--- src/rtl/sram_arbiter.sv ---
// Single-port SRAM arbiter for fetch, load/store and debug requesters.
// Combinational grant with registered response steering and fetch anti-starvation.
module sram_arbiter #(
    parameter int ADDR_W     = 32,
    parameter int DATA_W     = 32,
    parameter int RAM_AW     = 14,
    parameter int STARVE_MAX = 4
) (
    input  logic              clk,
    input  logic              rst,

    input  logic              if_req,
    input  logic [ADDR_W-1:0] if_addr,
    output logic              if_gnt,
    output logic              if_rvalid,
    output logic [DATA_W-1:0] if_rdata,

    input  logic              dm_req,
    input  logic              dm_we,
    input  logic [3:0]        dm_be,
    input  logic [ADDR_W-1:0] dm_addr,
    input  logic [DATA_W-1:0] dm_wdata,
    output logic              dm_gnt,
    output logic              dm_rvalid,
    output logic [DATA_W-1:0] dm_rdata,

    input  logic              dbg_req,
    input  logic              dbg_we,
    input  logic [ADDR_W-1:0] dbg_addr,
    input  logic [DATA_W-1:0] dbg_wdata,
    output logic              dbg_gnt,
    output logic              dbg_rvalid,
    output logic [DATA_W-1:0] dbg_rdata,

    output logic              ram_en,
    output logic [3:0]        ram_we,
    output logic [RAM_AW-1:0] ram_addr,
    output logic [DATA_W-1:0] ram_wdata,
    input  logic [DATA_W-1:0] ram_rdata,

    output logic              oob_err,
    output logic [31:0]       if_stall_cnt
);

    localparam int SW = $clog2(STARVE_MAX + 1);

    typedef enum logic [1:0] {
        SEL_NONE,
        SEL_IF,
        SEL_DM,
        SEL_DBG
    } sel_e;

    sel_e              resp_sel_q, resp_sel_d;
    logic              resp_oob_q, resp_oob_d;
    logic              oob_err_q, oob_err_d;
    logic [SW-1:0]     starve_q, starve_d;
    logic [31:0]       if_stall_q, if_stall_d;

    logic              if_force;
    logic              gnt_if, gnt_dm, gnt_dbg, any_gnt;
    logic              win_we, win_in_range;
    logic [ADDR_W-1:0] win_addr;
    logic [DATA_W-1:0] win_wdata;
    logic [3:0]        win_be;

    function automatic logic [SW-1:0] sat_inc(input logic [SW-1:0] v);
        if (v >= SW'(STARVE_MAX)) begin
            return SW'(STARVE_MAX);
        end
        return v + 1'b1;
    endfunction

    function automatic logic addr_in_range(input logic [ADDR_W-1:0] a);
        return (a >> (RAM_AW + 2)) == '0;
    endfunction

    // Grant selection and winner mux; everything is held at zero during reset.
    always_comb begin
        if_force = if_req && (starve_q == SW'(STARVE_MAX));
        gnt_dbg  = !rst && dbg_req;
        gnt_if   = !rst && !dbg_req && if_req && (!dm_req || if_force);
        gnt_dm   = !rst && !dbg_req && dm_req && !if_force;
        any_gnt  = gnt_dbg || gnt_dm || gnt_if;

        win_addr  = '0;
        win_wdata = '0;
        win_be    = 4'h0;
        win_we    = 1'b0;
        if (gnt_dbg) begin
            win_addr  = dbg_addr;
            win_wdata = dbg_wdata;
            win_be    = 4'hF;
            win_we    = dbg_we;
        end else if (gnt_dm) begin
            win_addr  = dm_addr;
            win_wdata = dm_wdata;
            win_be    = dm_be;
            win_we    = dm_we;
        end else if (gnt_if) begin
            win_addr  = if_addr;
        end
        win_in_range = addr_in_range(win_addr);
    end

    assign if_gnt    = gnt_if;
    assign dm_gnt    = gnt_dm;
    assign dbg_gnt   = gnt_dbg;

    assign ram_en    = any_gnt && win_in_range;
    assign ram_we    = (ram_en && win_we) ? win_be : 4'h0;
    assign ram_addr  = win_addr[RAM_AW+1:2];
    assign ram_wdata = win_wdata;

    // Next-state: response steering, starvation tracking, stall counting.
    always_comb begin
        resp_sel_d = SEL_NONE;
        resp_oob_d = 1'b0;
        oob_err_d  = any_gnt && !win_in_range;
        starve_d   = starve_q;
        if_stall_d = if_stall_q;

        if (any_gnt && !win_we) begin
            resp_oob_d = !win_in_range;
            if (gnt_dbg) begin
                resp_sel_d = SEL_DBG;
            end else if (gnt_dm) begin
                resp_sel_d = SEL_DM;
            end else begin
                resp_sel_d = SEL_IF;
            end
        end

        // Debug traffic neither advances nor clears the fetch's wait count.
        if (!if_req || gnt_if) begin
            starve_d = '0;
        end else if (!gnt_dbg) begin
            starve_d = sat_inc(starve_q);
        end

        if (if_req && !gnt_if) begin
            if_stall_d = if_stall_q + 32'd1;
        end
    end

    always_ff @(posedge clk) begin
        if (rst) begin
            resp_sel_q <= SEL_NONE;
            resp_oob_q <= 1'b0;
            oob_err_q  <= 1'b0;
            starve_q   <= '0;
            if_stall_q <= '0;
        end else begin
            resp_sel_q <= resp_sel_d;
            resp_oob_q <= resp_oob_d;
            oob_err_q  <= oob_err_d;
            starve_q   <= starve_d;
            if_stall_q <= if_stall_d;
        end
    end

    // Response stage: a read granted just before reset must not surface.
    assign if_rvalid  = !rst && (resp_sel_q == SEL_IF);
    assign dm_rvalid  = !rst && (resp_sel_q == SEL_DM);
    assign dbg_rvalid = !rst && (resp_sel_q == SEL_DBG);

    assign if_rdata   = (if_rvalid  && !resp_oob_q) ? ram_rdata : '0;
    assign dm_rdata   = (dm_rvalid  && !resp_oob_q) ? ram_rdata : '0;
    assign dbg_rdata  = (dbg_rvalid && !resp_oob_q) ? ram_rdata : '0;

    assign oob_err      = oob_err_q;
    assign if_stall_cnt = if_stall_q;

endmodule

--- config.mk ---
export PLATFORM = sky130hd
export DESIGN_NAME = sram_arbiter
export DESIGN_NICKNAME = d
export VERILOG_FILES = /design/src/rtl/sram_arbiter.sv
export SDC_FILE = /design/constraint.sdc
export NUM_CORES = 1
export LEC_CHECK = 0
export CAP_MARGIN = 10
export CORE_AREA = 2 2 149 151
export CTS_CLUSTER_SIZE = 10
export DETAILED_ROUTE_END_ITERATION = 10
export DIE_AREA = 0 0 151 153
export PLACE_DENSITY = 0.57
export SKIP_CTS_REPAIR_TIMING = 1
export SYNTH_ARGS = -nofsm -noshare
export SYNTH_HDL_FRONTEND = slang
export SYNTH_SLANG_ARGS = --single-unit
--- constraint.sdc ---
create_clock -name clk -period 4.3 [get_ports clk]
set_clock_uncertainty 0.1 [all_clocks]
set_input_delay 0.645 -clock clk [delete_from_list [all_inputs] [get_ports clk]]
set_output_delay 0.645 -clock clk [all_outputs]
set_load 0.02 [all_outputs]
**After elaboration in Yosys (flattened, before gate mapping)**

Cells that the tools add are included.

- Logic and storage cells: 67
- Input port bits: 203
- Output and inout port bits: 186
- Register bits: 39

- Multiplexer cells: 20
- Eq/ne operators: 4
- Add/sub/neg operators: 2
- Magnitude comparators: 1
- Reductions and logical operators: 34
- Bitwise logic cells: 1

Operators by type and width:

| cell | count |
|---|---|
| 32-bit 2-to-1 mux | 8 |
| 32-bit by 1-bit adder with 32-bit output (second input constant) | 1 |
| 32-bit logical NOT | 1 |
| 1-bit logical AND | 18 |
| 4-bit 2-to-1 mux | 3 |
| 1-bit logical NOT | 9 |
| 3-bit 2-to-1 mux | 2 |
| 1-bit 2-to-1 mux | 5 |
| 2-bit == test (second input constant) | 2 |
| 1-bit logical OR | 4 |
| 2-bit 2-to-1 mux | 2 |
| 2-bit OR reduction | 2 |
| 3-bit by 1-bit adder with 3-bit output (second input constant) | 1 |
| 3-bit == test (second input constant) | 1 |
| 3-bit greater-or-equal comparator (second input constant) | 1 |
| 2-bit by 1-bit == test with 1-bit output (second input constant) | 1 |
| 1-bit inverter | 1 |

**Logic depth before layout (Yosys ltp)**

Gate-level depths: netlist (run 1).

- Depth in word-level cells: 11
- Mapped depth: 8
- Mapped depth without buffers: 6

**Least setup slack after synthesis (run 1)**

No wires, ideal clock.

- Path kind: in2out
- Start point: in rst
- End point: out if_rdata[10]
- Cell stages on the path: 5
- Slack: 1.407 ns
- Arrival: 2.148 ns
- Buffers on the path: 2
- Data required time: 3.555 ns
- Path through: clkbuf_1 > nor3_1 > nor2b_1 > clkbuf_1 > and2_1

- Longest elaborated chain between the ends: 4

Ends and longest elaborated chain:

| item | RTL line | source |
|---|---|---|
| from (decl) | 10 | `input logic rst,` |
| 1-bit logical NOT | 163 | `assign if_rvalid = !rst && (resp_sel_q == SEL_IF);` |
| 1-bit logical AND | 163 |  |
| net if_rvalid | 15 | `output logic if_rvalid,` |
| 1-bit logical AND | 167 | `assign if_rdata = (if_rvalid && !resp_oob_q) ? ram_rdata : '0;` |
| 32-bit 2-to-1 mux | 167 |  |
| to (decl) | 16 | `output logic [DATA_W-1:0] if_rdata,` |

The timed path passes the listed nets, and every way through them passes these cells.

**Worst setup path in the final report (run 1)**

- Start point: in dm_addr[24]
- End point: out ram_we[1]

- Longest elaborated chain between the ends: 6

Ends and longest elaborated chain:

| item | RTL line | source |
|---|---|---|
| from (decl) | 21 | `input logic [ADDR_W-1:0] dm_addr,` |
| 32-bit 2-to-1 mux | 95 | `end else if (gnt_dm) begin` |
| 32-bit 2-to-1 mux | 90 | `if (gnt_dbg) begin` |
| 32-bit logical NOT | 75 | `return (a >> (RAM_AW + 2)) == '0;` |
| 1-bit logical AND | 110 | `assign ram_en = any_gnt && win_in_range;` |
| 1-bit logical AND | 111 | `assign ram_we = (ram_en && win_we) ? win_be : 4'h0;` |
| 4-bit 2-to-1 mux | 111 |  |
| to (decl) | 36 | `output logic [3:0] ram_we,` |

Every way passes these cells.

==> impl_metrics.csv, run 1 <==
group,metric,value,unit
run_status,status,"complete, no violations",
sta,tightest_slew,0.747,ns
synth,syn_inst,440,
clock_network,cts-htree-levels,2,
sta,relSlewSlack,50.0,%
worst_setup_path,cp_max_fo,4,
synth,synth_top_cell_area_share,23.5,%
clock_network,cts-buffers-inserted,5,
clock_network,numClockSinks,39,
die,ios,389,
global_routing,antenna_found_initial,0,
worst_setup_path,cp_cell_sequence,"clkdlybuf4s50_1 > nor4_1 > nand4_1 > a221oi_1 > a21boi_0 > clkdlybuf4s50_1",
detailed_routing,m1WireLength,9990,um
global_routing,grt_pass1_vias,4660,
sta,report.final.setup_viol,0,
synth,ys_seq_area_share,23.5,%
die,fp.dieW,151,um
detailed_routing,post_drt_via_cell_ratio,4.39,
clock_network,cts_root_buf,"clkbuf_16",
detailed_routing,ant_nets,0,
global_routing,overflow,0,
place,dp_cells,1078,
place,place.gp.congestion,0.788,
detailed_routing,first_pass_iters,6,
finish,stdcell_count,1086,
detailed_routing,routed.top_layer,"met4",
sta,timing.hold.ws,0.399,ns
die,initial_core_util,15.5,%
synth,synth-edff-count,0,
die,fp.dieH,153,um
finish,syn_to_final_growth,132,%
sta,rsz0062_at_grt,"false",
synth,ys_top_cells_by_count,"98 x and2_1, 39 x dfxtp_1, 34 x clkbuf_1",
power,power.density,173,nW/um2
global_routing,grt_max_degree,52,
sta,fin_crit_sh,90.1,%
clock_network,cts_tree,"done",
synth,yosysUniqueCellTypes,49,
worst_setup_path,startpoint_type,"input port",
sta,slew_violations,0,
job,maxCapViolations,0,
place,dp_hpwl,18900,um
synth,syn_nets,646,
finish,num_antenna_cells,0,
clock_network,cts_buffer_depth,2,
synth,syn_area,3320,um2
die,core_region_area,21500,um2
worst_setup_path,end_kind,"output pin",
synth,yosysTopAreaCell,"dfxtp_1",
power,power,1.33,mW
clock_network,clk_latency,0.29,ns
power,p_leak,2.80,nW
clock_network,path_clk_slew,0.06,ns
finish,drive_above_1_share,5.21,%
finish,ff_latch_area,781,um2
detailed_routing,wire_per_inst,20.1,um
worst_setup_path,required,3.56,ns
synth,async_flop_share,0,%
sta,hold_viol_final,0,
power,ir_worst_vdd,0.192,mV
detailed_routing,dr.first_iter.drc_count,235,
worst_setup_path,crit_arrival,3.13,ns
detailed_routing,drc,0,
synth,ys_ff_latch,39,
synth,yosysMostFrequentCell,"and2_1",
finish,fill_cells,2283,
worst_setup_path,cp_slowest_cell,"clkdlybuf4s50_1",
detailed_routing,drt_wl_total,21800,um
die,die_area,23100,um2
detailed_routing,met3_wirelength,2060,um
global_routing,grt_usage,18.2,%
sta,post-route-min-period,3.87,ns
detailed_routing,dr_wl_met2,9560,um
worst_setup_path,slowest_delay,0.72,ns
synth,ys.flop_type,"dfxtp_1",
finish,multi_input_area,2320,um2
synth,synth_area_per_cell,7.55,um2
worst_setup_path,critical_path_class,"in2out",
sta,fmax,258,MHz
detailed_routing,vias,4772,
synth,ys_top_cells_by_area,"dfxtp_1 24%, and2_1 18%, a22o_1 8.7%",
sta,fin_tns_setup,0,ns
die,rows,54,
synth,ys_warn_count,0,
place,io_buffers,382,
worst_hold_path,min_path_type,"reg2reg",
finish,fin_nets,1011,
worst_setup_path,crit_top_cell,"clkdlybuf4s50_1",
global_routing,grt_pass1_wl,31000,um
==> worst max-delay path: cells and delay by family <==
family | cells | cell delay [ns]
compound gates | 2 | 0.75
buf+inv | 2 | 1.14
simple gates | 2 | 0.58
==> final cells by class <==
cell class,count,area share [%]
Timing Repair Buffer,396,51.7
Clock inverter,2,0.504
Inverter,24,1.17
Sequential cell,39,10.1
Tap cell,280,4.55
Clock buffer,6,1.80
Multi-Input combinational cell,339,30.1
==> flip-flops by register name, indices dropped and copies added, names as in the netlist <==
signal and count:
if_stall_cnt 32, oob_err 1, starve_q 3, resp_sel_q 2, resp_oob_q 1
==> cell families (layout without fill, tap and decap cells) <==
group,count (synthesis),after routing,share of synthesized area [%]
compound gates,102,102,23.5
simple gates,219,219,39.8
buf+inv,62,428,7.31
flops,39,39,23.5
xor+xnor,5,5,1.32
mux,10,10,3.35
fa+ha+maj,3,3,1.13
==> routing by layer <==
layer	vias up	global-route usage [%]
met5	-	0
met4	0	2.54
met3	7	6.84
met2	222	28.2
met1	2191	24.8
li1	2352	-
==> layout by cell type, fill, tap and decap left out, types with 3 or more instances in the layout <==
cell type        synthesis  layout
nor3_1                   7       5
and2_1                  98      97
nand2_1                  9       9
nand4_1                  9       9
nor2b_1                  8       8
clkdlybuf4s50_1          0     379
buf_4                    0      11
a222oi_1                14      14
buf_12                   0       5
inv_1                   23      23
a22o_1                  33      33
clkbuf_16                0       5
mux2_2                   9       9
and3_1                   4       4
nor2_1                  22      22
or4_1                   12      12
a21oi_1                 19      19
xor2_1                   4       4
or3_1                    4       4
dfxtp_1                 39      39
a21boi_0                 4       4
and4_1                   6       6
o31ai_1                 13      13
o211ai_1                 3       3
nand3_1                 10      10
o21ai_0                  5       5
nor4_1                  20      20
ha_1                     3       3
==> stage by stage <==
step	util, %	cell area, um2	setup WS [ns]
final	35.8	7700	0.426
after global placement	35.0	7520	0.411
after detailed placement	35.0	7520	0.355
after CTS	35.8	7700	0.357
after global routing	35.8	7700	0.193
after floorplan	-	3320	1.41
==> path summary, 6_finish.rpt <==
kind	start	endpoint	slack, ns	depth (start not counted)
setup / recovery	dm_addr[24]	ram_we[1]	0.43	6
hold / removal	if_stall_cnt[28]	if_stall_cnt[28]	0.40	2
setup reg to reg	starve_q[0]	if_stall_cnt[13]	1.82	8
hold reg to reg	if_stall_cnt[28]	if_stall_cnt[28]	0.40	2
==> power by group <==
part           total, mW  internal [mW]  switching (mW)
Combinational      0.497          0.287           0.210
Clock              0.464          0.292           0.171
Sequential         0.373          0.367         0.00571
No activity file was read; power rests on OpenSTA's default activity.
==> inputs of run 2 (changes only) <==
--- a/config.mk
+++ b/config.mk
@@ -5,9 +5,10 @@
 export SDC_FILE = /design/constraint.sdc
 export NUM_CORES = 1
 export LEC_CHECK = 0
+export ABC_AREA = 0
 export CAP_MARGIN = 10
 export CORE_AREA = 2 2 149 151
-export CTS_CLUSTER_SIZE = 10
+export CTS_CLUSTER_SIZE = 12
 export DETAILED_ROUTE_END_ITERATION = 10
 export DIE_AREA = 0 0 151 153
 export PLACE_DENSITY = 0.57
==> results of run 2 <==
Final layout, timing and power as in run 1 (identical DEF).
